$ cat config.mk
export PLATFORM = sky130hd
export DESIGN_NAME = nlp_sequencer
export DESIGN_NICKNAME = d
export VERILOG_FILES = /design/src/rtl/nlp_seq_pkg.sv /design/src/rtl/nlp_seq_wait_timer.sv /design/src/rtl/nlp_sequencer.sv
export SDC_FILE = /design/constraint.sdc
export NUM_CORES = 1
export LEC_CHECK = 0
export BUFFER_PORTS_ARGS = -buffer_cell sky130_fd_sc_hd__buf_4
export CORE_MARGIN = 2
export CORE_UTILIZATION = 40
export DETAILED_ROUTE_END_ITERATION = 12
export GPL_TIMING_DRIVEN = 1
export PLACE_DENSITY_LB_ADDON = 0.15
export REMOVE_ABC_BUFFERS = 1
export SLEW_MARGIN = 0
export SYNTH_ARGS = -nofsm -noshare
export SYNTH_HDL_FRONTEND = slang
export SYNTH_SLANG_ARGS = --single-unit
$ cat constraint.sdc
create_clock -name i_clk -period 2.5 [get_ports i_clk]
set_input_delay 0.5 -clock i_clk [delete_from_list [all_inputs] [get_ports i_clk]]
set_output_delay 0.5 -clock i_clk [all_outputs]
set_load 0.005 [all_outputs]
$ cat src/rtl/nlp_seq_pkg.sv
// rtl/nlp_seq_pkg.sv - shared constants for the NLP-16AF instruction sequencer (optional IRQ states under NLP_SEQ_IRQ_EN)
package nlp_seq_pkg;

    typedef logic [4:0] state_t;

    // FSM state encodings; IRQ states are only reachable when NLP_SEQ_IRQ_EN is defined
    localparam state_t ST_IF1   = 5'd0;
    localparam state_t ST_D1    = 5'd1;
    localparam state_t ST_IF2   = 5'd2;
    localparam state_t ST_D2    = 5'd3;
    localparam state_t ST_IF3   = 5'd4;
    localparam state_t ST_D3    = 5'd5;
    localparam state_t ST_PUSH1 = 5'd6;
    localparam state_t ST_PUSH2 = 5'd7;
    localparam state_t ST_POP1  = 5'd8;
    localparam state_t ST_POP2  = 5'd9;
    localparam state_t ST_EXE   = 5'd10;
    localparam state_t ST_RD    = 5'd11;
    localparam state_t ST_WR    = 5'd12;
    localparam state_t ST_ERR   = 5'd13;
    localparam state_t ST_IRQ1  = 5'd14;
    localparam state_t ST_IRQ2  = 5'd15;
    localparam state_t ST_IRQ3  = 5'd16;

    // ALU opcodes
    localparam logic [5:0] ALU_MOV = 6'h00;
    localparam logic [5:0] ALU_DEC = 6'h08;
    localparam logic [5:0] ALU_INC = 6'h1B;

    // Register file addresses
    localparam logic [3:0] RA_IR1  = 4'h1;
    localparam logic [3:0] RA_FLAG = 4'h2;
    localparam logic [3:0] RA_IR3  = 4'h3;
    localparam logic [3:0] RA_IR2  = 4'h4;
    localparam logic [3:0] RA_IRQV = 4'hC;
    localparam logic [3:0] RA_IP   = 4'hD;
    localparam logic [3:0] RA_SP   = 4'hE;

    // Instruction classes (top nibble of IR1)
    localparam logic [3:0] INST_LOAD  = 4'h8;
    localparam logic [3:0] INST_STORE = 4'h9;
    localparam logic [3:0] INST_CALL  = 4'hB;
    localparam logic [3:0] INST_POP   = 4'hC;
    localparam logic [3:0] INST_PUSH  = 4'hD;

    // Base states that hold a memory strobe until acknowledged
    function automatic logic is_mem_state(input state_t s);
        return (s == ST_IF1) || (s == ST_IF2) || (s == ST_IF3) || (s == ST_PUSH2) ||
               (s == ST_POP1) || (s == ST_RD) || (s == ST_WR);
    endfunction

endpackage

$ cat src/rtl/nlp_seq_wait_timer.sv
// rtl/nlp_seq_wait_timer.sv - per-state memory wait counter with timeout detect
module nlp_seq_wait_timer #(
    parameter int MAX_WAIT = 15
) (
    input  logic i_clk,
    input  logic i_rst_n,
    input  logic clear_i,
    input  logic count_i,
    input  logic ack_i,
    output logic timeout_o
);

    logic [7:0] cnt_q;
    logic [7:0] cnt_d;

    // Count unacknowledged cycles; any state change restarts from zero
    always_comb begin
        cnt_d = cnt_q;
        if (clear_i) begin
            cnt_d = 8'd0;
        end else if (count_i && !ack_i) begin
            cnt_d = cnt_q + 8'd1;
        end
    end

    // This cycle would be the MAX_WAIT-th wait; an ack in the same cycle suppresses it
    assign timeout_o = count_i && !ack_i && (cnt_q == 8'(MAX_WAIT - 1));

    // Counter register
    always_ff @(posedge i_clk or negedge i_rst_n) begin
        if (!i_rst_n) begin
            cnt_q <= 8'd0;
        end else begin
            cnt_q <= cnt_d;
        end
    end

endmodule

$ cat src/rtl/nlp_sequencer.sv
// rtl/nlp_sequencer.sv - NLP-16AF fetch/execute sequencer with memory handshake (IRQ entry under NLP_SEQ_IRQ_EN)
module nlp_sequencer
    import nlp_seq_pkg::*;
#(
    parameter int DATA_W   = 16,
    parameter int REG_AW   = 4,
    parameter int OP_W     = 6,
    parameter int MAX_WAIT = 15
) (
    input  logic              i_clk,
    input  logic              i_rst_n,
    input  logic [DATA_W-1:0] i_ir1,
    input  logic [DATA_W-1:0] i_ir2,
`ifdef NLP_SEQ_IRQ_EN
    input  logic              i_irq,
    output logic              o_irq_ack,
`endif
    input  logic              i_mem_ack,
    output logic [4:0]        o_state,
    output logic              o_err,
    output logic [OP_W-1:0]   o_alu_op,
    output logic [REG_AW-1:0] o_s1,
    output logic [REG_AW-1:0] o_s2,
    output logic [REG_AW-1:0] o_dest,
    output logic              o_mem_rd,
    output logic              o_mem_wr
);

    localparam logic [REG_AW-1:0] ZR_A  = '1;
    localparam logic [REG_AW-1:0] IR1_A = REG_AW'(RA_IR1);
    localparam logic [REG_AW-1:0] IR2_A = REG_AW'(RA_IR2);
    localparam logic [REG_AW-1:0] IR3_A = REG_AW'(RA_IR3);
    localparam logic [REG_AW-1:0] IP_A  = REG_AW'(RA_IP);
    localparam logic [REG_AW-1:0] SP_A  = REG_AW'(RA_SP);

    state_t state_q;
    state_t state_d;
    logic   err_q;
    logic   mem_state;
    logic   timeout;

    logic [3:0]        inst;
    logic              op_class;
    logic [OP_W-1:0]   dec_alu;
    logic [REG_AW-1:0] ra1;
    logic [REG_AW-1:0] ra2;
    logic [REG_AW-1:0] ra3;
    logic              im16;

    logic [OP_W-1:0]   alu_c;
    logic [REG_AW-1:0] s1_c;
    logic [REG_AW-1:0] s2_c;
    logic [REG_AW-1:0] dest_c;
    logic              rd_c;
    logic              wr_c;

    // Only selected instruction fields feed the decoder
    logic unused_ir;
    assign unused_ir = ^{i_ir1, i_ir2};

    assign inst     = i_ir1[DATA_W-1 -: 4];
    assign op_class = (inst[3:2] == 2'b00);
    assign dec_alu  = op_class ? OP_W'(i_ir1[13:8]) : OP_W'({2'b00, i_ir1[11:8]});
    assign ra1      = i_ir1[REG_AW-1:0];
    assign ra2      = REG_AW'(i_ir2[15:12]);
    assign ra3      = REG_AW'(i_ir2[11:8]);
    assign im16     = (ra2 == IR3_A) || (ra3 == IR3_A);

`ifdef NLP_SEQ_IRQ_EN
    assign mem_state = is_mem_state(state_q) || (state_q == ST_IRQ2);
`else
    assign mem_state = is_mem_state(state_q);
`endif

    nlp_seq_wait_timer #(
        .MAX_WAIT (MAX_WAIT)
    ) u_wait_timer (
        .i_clk     (i_clk),
        .i_rst_n   (i_rst_n),
        .clear_i   (state_d != state_q),
        .count_i   (mem_state),
        .ack_i     (i_mem_ack),
        .timeout_o (timeout)
    );

    // Next state: successor per state, then memory states hold until ack or time out
    always_comb begin
        state_d = ST_ERR;
        case (state_q)
            ST_IF1:   state_d = ST_D1;
            ST_D1: begin
                if (inst == INST_PUSH || inst == INST_CALL) state_d = ST_PUSH1;
                else if (inst == INST_POP)                  state_d = ST_POP1;
                else                                        state_d = ST_IF2;
            end
            ST_IF2:   state_d = ST_D2;
            ST_D2:    state_d = im16 ? ST_IF3 : ST_EXE;
            ST_IF3:   state_d = ST_D3;
            ST_D3:    state_d = ST_EXE;
            ST_PUSH1: state_d = ST_PUSH2;
            ST_PUSH2: state_d = (inst == INST_CALL) ? ST_IF2 : ST_IF1;
            ST_POP1:  state_d = ST_POP2;
            ST_POP2:  state_d = ST_IF1;
            ST_EXE: begin
                if (inst == INST_LOAD)       state_d = ST_RD;
                else if (inst == INST_STORE) state_d = ST_WR;
                else                         state_d = ST_IF1;
            end
            ST_RD:    state_d = ST_IF1;
            ST_WR:    state_d = ST_IF1;
            ST_ERR:   state_d = ST_ERR;
`ifdef NLP_SEQ_IRQ_EN
            ST_IRQ1:  state_d = ST_IRQ2;
            ST_IRQ2:  state_d = ST_IRQ3;
            ST_IRQ3:  state_d = ST_IF1;
`endif
            default:  state_d = ST_ERR;
        endcase
        if (mem_state && !i_mem_ack) begin
            state_d = timeout ? ST_ERR : state_q;
        end
`ifdef NLP_SEQ_IRQ_EN
        if (state_q == ST_IF1 && i_irq && !i_mem_ack) begin
            state_d = ST_IRQ1;
        end
`endif
    end

    // Datapath controls decoded from the current state and instruction words
    always_comb begin
        alu_c  = OP_W'(ALU_MOV);
        s1_c   = ZR_A;
        s2_c   = ZR_A;
        dest_c = ZR_A;
        rd_c   = 1'b0;
        wr_c   = 1'b0;
`ifdef NLP_SEQ_IRQ_EN
        o_irq_ack = 1'b0;
`endif
        case (state_q)
            ST_IF1: begin rd_c = 1'b1; dest_c = IR1_A; end
            ST_IF2: begin rd_c = 1'b1; dest_c = IR2_A; end
            ST_IF3: begin rd_c = 1'b1; dest_c = IR3_A; end
            ST_D1, ST_D2, ST_D3: begin
                alu_c = OP_W'(ALU_INC); s1_c = IP_A; dest_c = IP_A;
            end
            ST_PUSH1: begin alu_c = OP_W'(ALU_DEC); s1_c = SP_A; dest_c = SP_A; end
            ST_PUSH2: begin wr_c = 1'b1; s1_c = ra1; end
            ST_POP1:  begin rd_c = 1'b1; dest_c = ra1; end
            ST_POP2:  begin alu_c = OP_W'(ALU_INC); s1_c = SP_A; dest_c = SP_A; end
            ST_EXE: begin
                alu_c = dec_alu; s1_c = ra2; s2_c = ra3; dest_c = ra1;
            end
            ST_RD:    begin rd_c = 1'b1; dest_c = ra1; end
            ST_WR:    begin wr_c = 1'b1; s1_c = ra1; end
`ifdef NLP_SEQ_IRQ_EN
            ST_IRQ1:  begin alu_c = OP_W'(ALU_DEC); s1_c = SP_A; dest_c = SP_A; end
            ST_IRQ2:  begin wr_c = 1'b1; s1_c = IP_A; end
            ST_IRQ3: begin
                s1_c = REG_AW'(RA_IRQV); dest_c = IP_A; o_irq_ack = 1'b1;
            end
`endif
            default: ;
        endcase
    end

    // State and sticky error registers
    always_ff @(posedge i_clk or negedge i_rst_n) begin
        if (!i_rst_n) begin
            state_q <= ST_IF1;
            err_q   <= 1'b0;
        end else begin
            state_q <= state_d;
            err_q   <= err_q | (state_d == ST_ERR);
        end
    end

    // Strobes are gated by reset so an abandoned access drops without a clock
    assign o_mem_rd = rd_c & i_rst_n;
    assign o_mem_wr = wr_c & i_rst_n;
    assign o_state  = state_q;
    assign o_err    = err_q;
    assign o_alu_op = alu_c;
    assign o_s1     = s1_c;
    assign o_s2     = s2_c;
    assign o_dest   = dest_c;

endmodule

==> summary.txt, run 1 <==
Clocking
  – Clk_lat worst skew: 0.25 ns
  – Clock Tree Buf Depth: 2
  – CTS Sinks: 14
  – Post-CTS Hold Buffers: 0
  – Worst-path clk slew: 0.06 ns
  – H-tree Lvls: 1
  – CTS Root Cell: clkbuf_8
  – CTS tree: done
  – Num CTS Buffers: 3

Setup path
  – Reg2reg setup slack: between 0.15 and 0.2 ns
  – R2R cell count: 6
  – Max FO, Critical Path: 11
  – Worst reg2reg path endpoint: u_wait_timer.cnt_q[3]
  – Buf+Inv Stages, Crit Path: 2
  – Delay-heaviest family, CP: simple AND/OR/NAND/NOR gates
  – Startpoint class of the critical path: flop
  – Crit end category: output port
  – CP max-delay cell: dfrtp_2
  – CP arrival: between 1.5 and 2 ns
  – Critical-path cell list: and2b_1, buf_4, and3_1, a22oi_1, nand2_1, buf_4
  – Worst endpoint required time: 2.00 ns
  – Crit Path Class: reg -> out
  – Worst R2R Start: o_state[4]
  – Slowest stage delay, CP: approximately 0.5 ns
  – Most used cell, CP: buf_4

Logic synthesis
  – Top FF cell, synth: dfrtp_1
  – Flops & latches, synth: 14
  – Post-synthesis instance total: 191
  – Mapped Area: 1593 µm²
  – Synth cell types: 63
  – Sequential share of the synthesized area: 0.2200
  – Commonest cells post-synth: nand2_1 (15), dfrtp_1 (14), nor2_1 (13)
  – Count leader, synth: nand2_1
  – Syn avg cell area: 8.339 µm²
  – Largest cells by area after synthesis: dfrtp_1 (22%), nor4_2 (6.3%), xor2_1 (3.8%)
  – Syn. warnings: 0
  – Area leader, netlist: dfrtp_1
  – Synth top area share: 0.2200
  – Number of flops mapped to enable cells by yosys: 0
  – Post-synthesis async set-or-reset flop share: 1.000

GRT
  – Initial antenna violation count: 0
  – GRT Util Overall: 0.2031
  – Vias in the first global route: 1476
  – Pin count of the biggest net entering global routing: 20
  – First-pass GRT wire length: 7.051 mm
  – Remaining global-route overflow: 0

Layout
  – Area of the multi-input gates: 1175 µm²
  – Share of layout cells above drive strength 1: 0.4024
  – Register area: 355.3 µm²
  – P&R area growth vs syn: 37.31%
  – NumNets Final: 289
  – Post-route insts no fill: 299
  – Diodes inserted: 0
  – Util after Layout: 0.5842
  – Number of fill cells: 390

Placed design
  – Inst Count DP: 291
  – Routability-driven placement congestion ratio: 0.8108
  – IO Port Bufs: 48
  – Post-DP HPWL: about 3.3 mm

STA
  – Hold slack: 0.1030 ns
  – Tcrit/Tclk final: 0.9393
  – Post-layout min period: around 2.3 ns
  – Fin. max-slew vios: 0
  – Hold Fails Final Rpt: 0
  – Final setup viols: 0
  – Max Fclk: about 430 MHz
  – Fin Clk Skew: 0.001148 ns

Pwr
  – Pwr Density: 234.7 nW/µm²
  – Leakage power figure: 0.9165 nW
  – Maximum vdd ir drop: between 100 and 150 µV

Route
  – DR vias/cell: 5.525
  – Drt first pass iters: 4
  – Routed WL: 4.321 mm
  – Routed vias: 1652
  – Routed Antenna Nets: 0
  – Initial drt markers: 59
  – Post-route DRC: 0
  – WL per Instance: between 10 and 15 µm

Worst hold path
  – Tightest Hold Check Type: in -> async

Floorplanning
  – FP Rows: 22
  – Die height: around 67 µm
  – Die Width: 67.10 µm
  – Core area: 3744 µm²
  – Starting Density: 0.4255
  – # IOs: 61
  – Die ar.: 4502 µm²

Outcome
  – Status: complete, no violations

Job
  – Maxcap violations: 0
state kept, by name (all words and copies together), names as in the netlist:
register / count
u_wait_timer.cnt_q: 8
o_state: 5
o_err: 1
power by group:
group | switching, mW | internal [mW] | total, mW | leakage (nW)
clock network | 0.0828 | 0.140 | 0.222 | 0.0288
registers | 0.00312 | 0.227 | 0.231 | 0.170
logic | 0.0268 | 0.0336 | 0.0603 | 0.718
worst max-delay path by stage:
stage	start	end	slack, ns	cells past startpoint
2_1_floorplan	o_state[0]	u_wait_timer.cnt_q[0]	0.09	6
3_3_place_gp	o_state[2]	u_wait_timer.cnt_q[0]	0.14	6
3_5_place_dp	o_state[3]	u_wait_timer.cnt_q[3]	0.09	7
4_1_cts	o_state[3]	o_s1[1]	0.04	7
5_1_grt	o_state[1]	o_s1[3]	-0.0002	8
6_report	o_state[2]	o_s1[2]	0.15	6
layout make-up:
| cell class | count | share of cell area |
|---|---|---|
| Timing Repair Buffer | 69 | 0.2426 |
| Tap cell | 48 | 0.02746 |
| Clock buffer | 4 | 0.02517 |
| Inverter | 3 | 0.005149 |
| Sequential cell | 14 | 0.1625 |
| Multi-Input combinational cell | 161 | 0.5372 |
cell families after synthesis:
kind of cell / Yosys count / share of synthesized area
compound gates: 53 / 0.2616
simple gates: 93 / 0.3826
mux: 1 / 0.007069
xor+xnor: 11 / 0.06521
flops: 14 / 0.2200
buf+inv: 16 / 0.04556
other cells: 1 / 0.002354
fa+ha+maj: 2 / 0.01571
metal layers:
layer  vias to the layer above  part of all wire  wire (µm)  GRT usage
li1                        835                 -          -          -
met1                       769              0.46       1994     0.2895
met2                        43              0.48       2054     0.3267
met3                         5             0.054        233    0.02872
met4                         0            0.0088         38    0.03827
met5                         -                 0          0          0
cell usage in the layout, fill, tap and decap left out, types with 4 or more instances in the layout:
cell type / netlist / final
nor2_1: 13 / 13
clkbuf_8: 0 / 4
nand3_1: 5 / 5
nand4_1: 4 / 4
o21ai_0: 9 / 9
buf_4: 2 / 68
dfrtp_2: 0 / 4
nand2_1: 15 / 15
a21o_1: 5 / 5
xor2_1: 7 / 7
dfrtp_1: 14 / 10
nor4bb_1: 4 / 4
a21oi_1: 12 / 12
nor4_2: 8 / 8
nand2b_1: 9 / 9
per-stage QoR:
stage,setup WS [ns],setup TNS [ns],cell area (µm²),total power [mW]
floorplan,0.09385,0,1531,0.2493
global placement,0.1378,0,2092,0.2951
detailed placement,0.08510,0,2092,0.2953
CTS,0.03664,0,2153,0.5183
global route,-0.0002300,-0.0002300,2187,0.5351
finish,0.1516,0,2187,0.5133
what timing repair did:
item | in CTS | in global routing
buffers inserted | 0 | 4
pin swaps | 0 | 1
setup endpoints to repair | 4 | 15
gates resized for setup | 2 | 3
No activity file was read; power rests on OpenSTA's default activity.
==> run 2: changes to the inputs <==
- SETUP_SLACK_MARGIN: unset -> 0.5
==> summary.txt, run 2 (same netlist as run 1, synthesis figures left out) <==
Setup path
  – Crit end category: flop
  – Worst reg2reg path endpoint: u_wait_timer.cnt_q[4]
  – Max FO, Critical Path: 8
  – Startpoint class of the critical path: flop
  – Worst R2R Start: o_state[3]
  – Reg2reg setup slack: 0.17 ns
  – CP arrival: 2.49 ns
  – R2R cell count: 9
  – Worst endpoint required time: ~2.7 ns
  – Crit Path Class: reg -> reg

STA
  – Total negative slack: 0 ns
  – Final setup margin: 0.1696 ns
  – Tcrit/Tclk final: 0.9322
  – Fin Clk Skew: a little over 0.006 ns
  – Hold Fails Final Rpt: 0
  – RSZ-0062 raised after global routing: yes
  – Max Fclk: 429.1 MHz
  – Post-layout min period: about 2.3 ns
  – Final setup viols: 0
  – Fin. max-slew vios: 0

Pwr
  – Psw: 124.6 µW
  – Power Internal: 405.0 µW
  – Clock share of power: 0.432
  – Pwr Density: 188.0 nW/µm²
  – Flop pwr share: 0.434
  – Sw frac: 0.2353
  – Leakage power figure: 1.193 nW
  – Maximum vdd ir drop: 136.9 µV
  – Overall power: 529.6 µW
  – Comb pwr share: 0.134

Layout
  – Share of layout cells above drive strength 1: 0.5724
  – Max reg flops: 8
  – P&R area growth vs syn: 76.83%
  – Commonest non-fill, non-tap cell in the layout: buf_4
  – Most frequent cells in the layout: buf_4 (86), buf_6 (16), nand2_1 (15)
  – Largest Register: u_wait_timer.cnt_q
  – NumNets Final: 328
  – Util after Layout: 0.7523
  – Diodes inserted: 0

Placed design
  – Place WS: 0.08510 ns
  – IO Port Bufs: 48
  – Post-DP HPWL: 3.280 mm
  – Routability-driven placement congestion ratio: 0.8108

Clocking
  – Num CTS Buffers: 3
  – Worst-path clk slew: ~0.06 ns
  – CTS tree: done
  – CTS Sinks: 14
  – Clock Tree Buf Depth: 2
  – Clk_lat worst skew: 0.25 ns
  – CTS Root Cell: clkbuf_8
  – H-tree Lvls: 1

GRT
  – GRT Util Overall: 0.2209
  – Initial antenna violation count: 0
  – Remaining global-route overflow: 0
  – First-pass GRT wire length: around 7.6 mm
  – Pin count of the biggest net entering global routing: 20
  – Vias in the first global route: around 1600

Floorplanning
  – Starting Density: 0.4255
  – Core area: roughly 3700 µm²
  – Die ar.: 4502 µm²
  – Die height: around 67 µm
  – # IOs: 61
  – Die Width: 67.10 µm
  – FP Rows: 22

Route
  – WL per Instance: 16.76 µm
  – Drt first pass iters: 5
  – Routed WL: about 5.7 mm
  – DR vias/cell: approximately 5.8
  – Post-route DRC: 0
  – Initial drt markers: a little under 80
  – Routed Antenna Nets: 0
  – Routed vias: 1958

Outcome
  – Status: complete, no violations

Worst hold path
  – Tightest Hold Check Type: in -> async

Job
  – Maxcap violations: 0
[run 2: layout make-up]
cell class              count  area, µm²
well taps                  48      60.06
fillers                   281      927.1
clock buffers               4      55.05
inverters                   3      11.26
flip-flops and latches     14      356.6
multi-input cells         162       1403
repair buffers            107      930.9
[run 2: through the flow]
| step | cell area, µm² | hold slack (ns) | instances |
|---|---|---|---|
| floorplan | 1531 | 0.2044 | 178 |
| global placement | 2092 | 0.3721 | 291 |
| detailed placement | 2092 | 0.3712 | 291 |
| CTS | 2365 | 0.1034 | 313 |
| global route | 2816 | 0.1067 | 338 |
| finish | 2816 | 0.09411 | 338 |
[run 2: metal layers]
| layer | part of all wire | global-route usage | wire length [µm] |
|---|---|---|---|
| met5 | 0 | 0 | 0 |
| met4 | 0.039 | 0.04847 | 223 |
| met3 | 0.065 | 0.03041 | 366 |
| met2 | 0.46 | 0.3639 | 2631 |
| met1 | 0.43 | 0.3059 | 2442 |
[run 2: repair_timing]
item / 4_1_cts / 5_1_grt
buffers inserted: 18 / 23
endpoints found under the setup margin: 28 / 27
hold buffers: 0 / 0
gates cloned: 0 / 2
pin swaps: 16 / 25
resized for setup: 20 / 56
[run 2: power groups by stage]
stage	Combinational [mW]	Clock [mW]	Sequential (mW)
after floorplan	0.0138	0	0.236
after global placement	0.0603	0	0.235
after detailed placement	0.0605	0	0.235
after CTS	0.0621	0.227	0.231
after global routing	0.0764	0.242	0.230
final	0.0709	0.229	0.230
[run 2: critical path, stage by stage, from the launching register on]
cell	delay (ns)
dfrtp_2	0.49
buf_6	0.15
o21a_4	0.23
xor2_4	0.16
o21ai_4	0.19
buf_6	0.14
mux2_4	0.30
a31o_4	0.26
buf_6	0.13
nor4_2	0.19
[run 2: how the worst max path moves through the flow]
stage,start,end,cells past startpoint
floorplan,o_state[0],u_wait_timer.cnt_q[0],6
global placement,o_state[2],u_wait_timer.cnt_q[0],6
detailed placement,o_state[3],u_wait_timer.cnt_q[3],7
CTS,o_state[3],o_s1[3],8
global route,o_state[2],o_s1[0],8
finish,o_state[3],u_wait_timer.cnt_q[4],9
==> run 3: changes to the inputs <==
- ABC_AREA: unset -> 1
==> summary.txt, run 3 <==
Clocking
  – CTS Sinks: 14
  – Worst-path clk slew: 0.06 ns
  – H-tree Lvls: 1
  – Clock Tree Buf Depth: 2
  – CTS Root Cell: clkbuf_8
  – CTS tree: done
  – Num CTS Buffers: 3
  – Clk_lat worst skew: 0.25 ns

Placed design
  – Cell Area, Placed: 1906 µm²
  – Post-DP HPWL: approximately 3.0 mm
  – Place WS: about 0.26 ns
  – IO Port Bufs: 48
  – Routability-driven placement congestion ratio: 0.8831

Route
  – DR vias/cell: 5.101
  – Post-route DRC: 0
  – Initial drt markers: 78
  – Routed vias: 1913
  – Routed Antenna Nets: 0
  – Drt first pass iters: 4
  – WL per Instance: ~13 µm
  – Routed WL: 4.937 mm

STA
  – Total negative slack: 0 ns
  – Final setup viols: 0
  – Fin Clk Skew: 0.002660 ns
  – Fin. max-slew vios: 0
  – Max Fclk: 446.9 MHz
  – Post-layout min period: between 2 and 2.5 ns
  – Final setup margin: approximately 0.26 ns
  – RSZ-0062 raised after global routing: yes
  – Tcrit/Tclk final: 0.8951
  – Hold slack: between 0.09 and 0.1 ns
  – Hold Fails Final Rpt: 0

Logic synthesis
  – Synth top area share: 0.2343
  – Flops & latches, synth: 14
  – Count leader, synth: nand2_1
  – Post-synthesis async set-or-reset flop share: 1.000
  – Area leader, netlist: dfrtp_1
  – Synth cell types: 31
  – Commonest cells post-synth: nand2_1 (52), nor2_1 (33), nand3_1 (31)
  – Post-synthesis instance total: 238
  – Largest cells by area after synthesis: dfrtp_1 (23%), nand2_1 (13%), nand3_1 (10%)
  – Top FF cell, synth: dfrtp_1
  – Number of flops mapped to enable cells by yosys: 0
  – Mapped Area: 1495 µm²
  – Sequential share of the synthesized area: 0.2343
  – Syn. warnings: 0
  – Syn avg cell area: 6.282 µm²

Layout
  – Area of the multi-input gates: 1274 µm²
  – Most frequent cells in the layout: buf_4 (80), nand2_1 (40), nor2_1 (26)
  – Share of layout cells above drive strength 1: 0.5443
  – NumNets Final: 365
  – P&R area growth vs syn: 71.38%
  – Commonest non-fill, non-tap cell in the layout: buf_4
  – Diodes inserted: 0
  – Post-route cell area: 2562 µm²
  – Number of fill cells: 308
  – Largest Register: u_wait_timer.cnt_q
  – Register area: about 360 µm²
  – Max reg flops: 8

Setup path
  – Crit Path Class: reg -> out
  – Most used cell, CP: nor2_4
  – Slowest stage delay, CP: approximately 0.44 ns
  – Startpoint class of the critical path: flop
  – CP arrival: between 1.5 and 2 ns
  – Worst endpoint required time: 2.00 ns
  – Crit end category: output port
  – CP max-delay cell: dfrtp_2
  – Max FO, Critical Path: 7
  – Critical-path cell list: buf_6, nor2_4, nand2_2, nor2_4, nor3_4, inv_2, nor2_4, nand3_2, nand4_1, buf_4

GRT
  – Pin count of the biggest net entering global routing: 16
  – Initial antenna violation count: 0
  – Remaining global-route overflow: 0
  – First-pass GRT wire length: ~7.3 mm
  – M1 GR Usage: 0.2578
  – Met2 usage: 0.3802
  – GRT Util Overall: 0.2181
  – Busiest grt layer: met2
  – Met3 Use GR: 0.03253
  – Vias in the first global route: 1723

Pwr
  – Pwr Density: 202.4 nW/µm²
  – Maximum vdd ir drop: 301.9 µV
  – Overall power: 518.8 µW
  – Leakage power figure: ~1.3 nW

Floorplanning
  – Die height: roughly 65 µm
  – Die Width: roughly 65 µm
  – Die ar.: 4243 µm²
  – FP Rows: 22
  – Starting Density: 0.4115
  – # IOs: approximately 60
  – Core area: 3633 µm²

Worst hold path
  – Tightest Hold Check Type: in -> async

Job
  – Maxcap violations: 0

Outcome
  – Status: complete, no violations
[run 3: changes by cell type after synthesis, sizes merged, moves of 9 or more]
cell and delta:
nor2 +37, nand2b -9, inv +28, nand3 +29, nor4 -9, nand2 +40
[run 3: critical path, delay by kind of cell, from the launching register on]
family | cells | cell delay (ns)
buf+inv | 3 | 0.33
flops | 1 | 0.44
simple gates | 7 | 0.71
[run 3: final timing paths]
check	from	end	slack [ns]	depth (start not counted)
setup / recovery	o_state[2]	o_s1[1]	0.26	10
hold / removal	i_rst_n	u_wait_timer.cnt_q[1]	0.09	1
setup reg to reg	o_state[2]	u_wait_timer.cnt_q[2]	0.39	15
hold reg to reg	o_err	o_err	0.49	1
max in group asynchronous	i_rst_n	o_state[0]	2.22	1
min in group i_clk	o_err	o_err	0.49	1
[run 3: final cells by class]
cell class | instances | area share
well taps | 48 | 0.02344
repair buffers | 88 | 0.2695
flip-flops and latches | 14 | 0.1392
inverters | 31 | 0.04932
multi-input cells | 190 | 0.4971
clock buffers | 4 | 0.02148
[run 3: per-layer routing]
metal / up-vias / wire (µm)
li1: 948 / -
met1: 868 / 1925
met2: 79 / 2481
met3: 18 / 388
met4: 0 / 142
met5: - / 0
[run 3: cells by family after synthesis]
group                    share of synthesized area
AO/OA/AOI/OAI                               0.1046
buffers and inverters                      0.09958
other                                     0.002508
adder cells (fa/ha/maj)                    0.01673
XOR/XNOR                                   0.03515
AND/OR/NAND/NOR                             0.5071
flip-flops                                  0.2343
[run 3: repair_timing]
item	in CTS	in global routing
hold buffers	0	0
pin swaps	12	15
setup endpoints to repair	28	30
cloned	1	0
gates resized for setup	49	38
buffers inserted	20	17
[run 3: stage by stage]
stage                     std cells    util
after floorplan                 234       -
after global placement          333  0.5244
after detailed placement        333  0.5244
after CTS                       358  0.6260
after global routing            375  0.7052
final                           375  0.7052
[run 3: power by group]
| group | internal (mW) | total (mW) | switching (mW) | leakage [nW] |
|---|---|---|---|---|
| logic | 0.0346 | 0.0711 | 0.0365 | 1.06 |
| registers | 0.228 | 0.229 | 0.00147 | 0.169 |
| clock network | 0.140 | 0.218 | 0.0789 | 0.0288 |
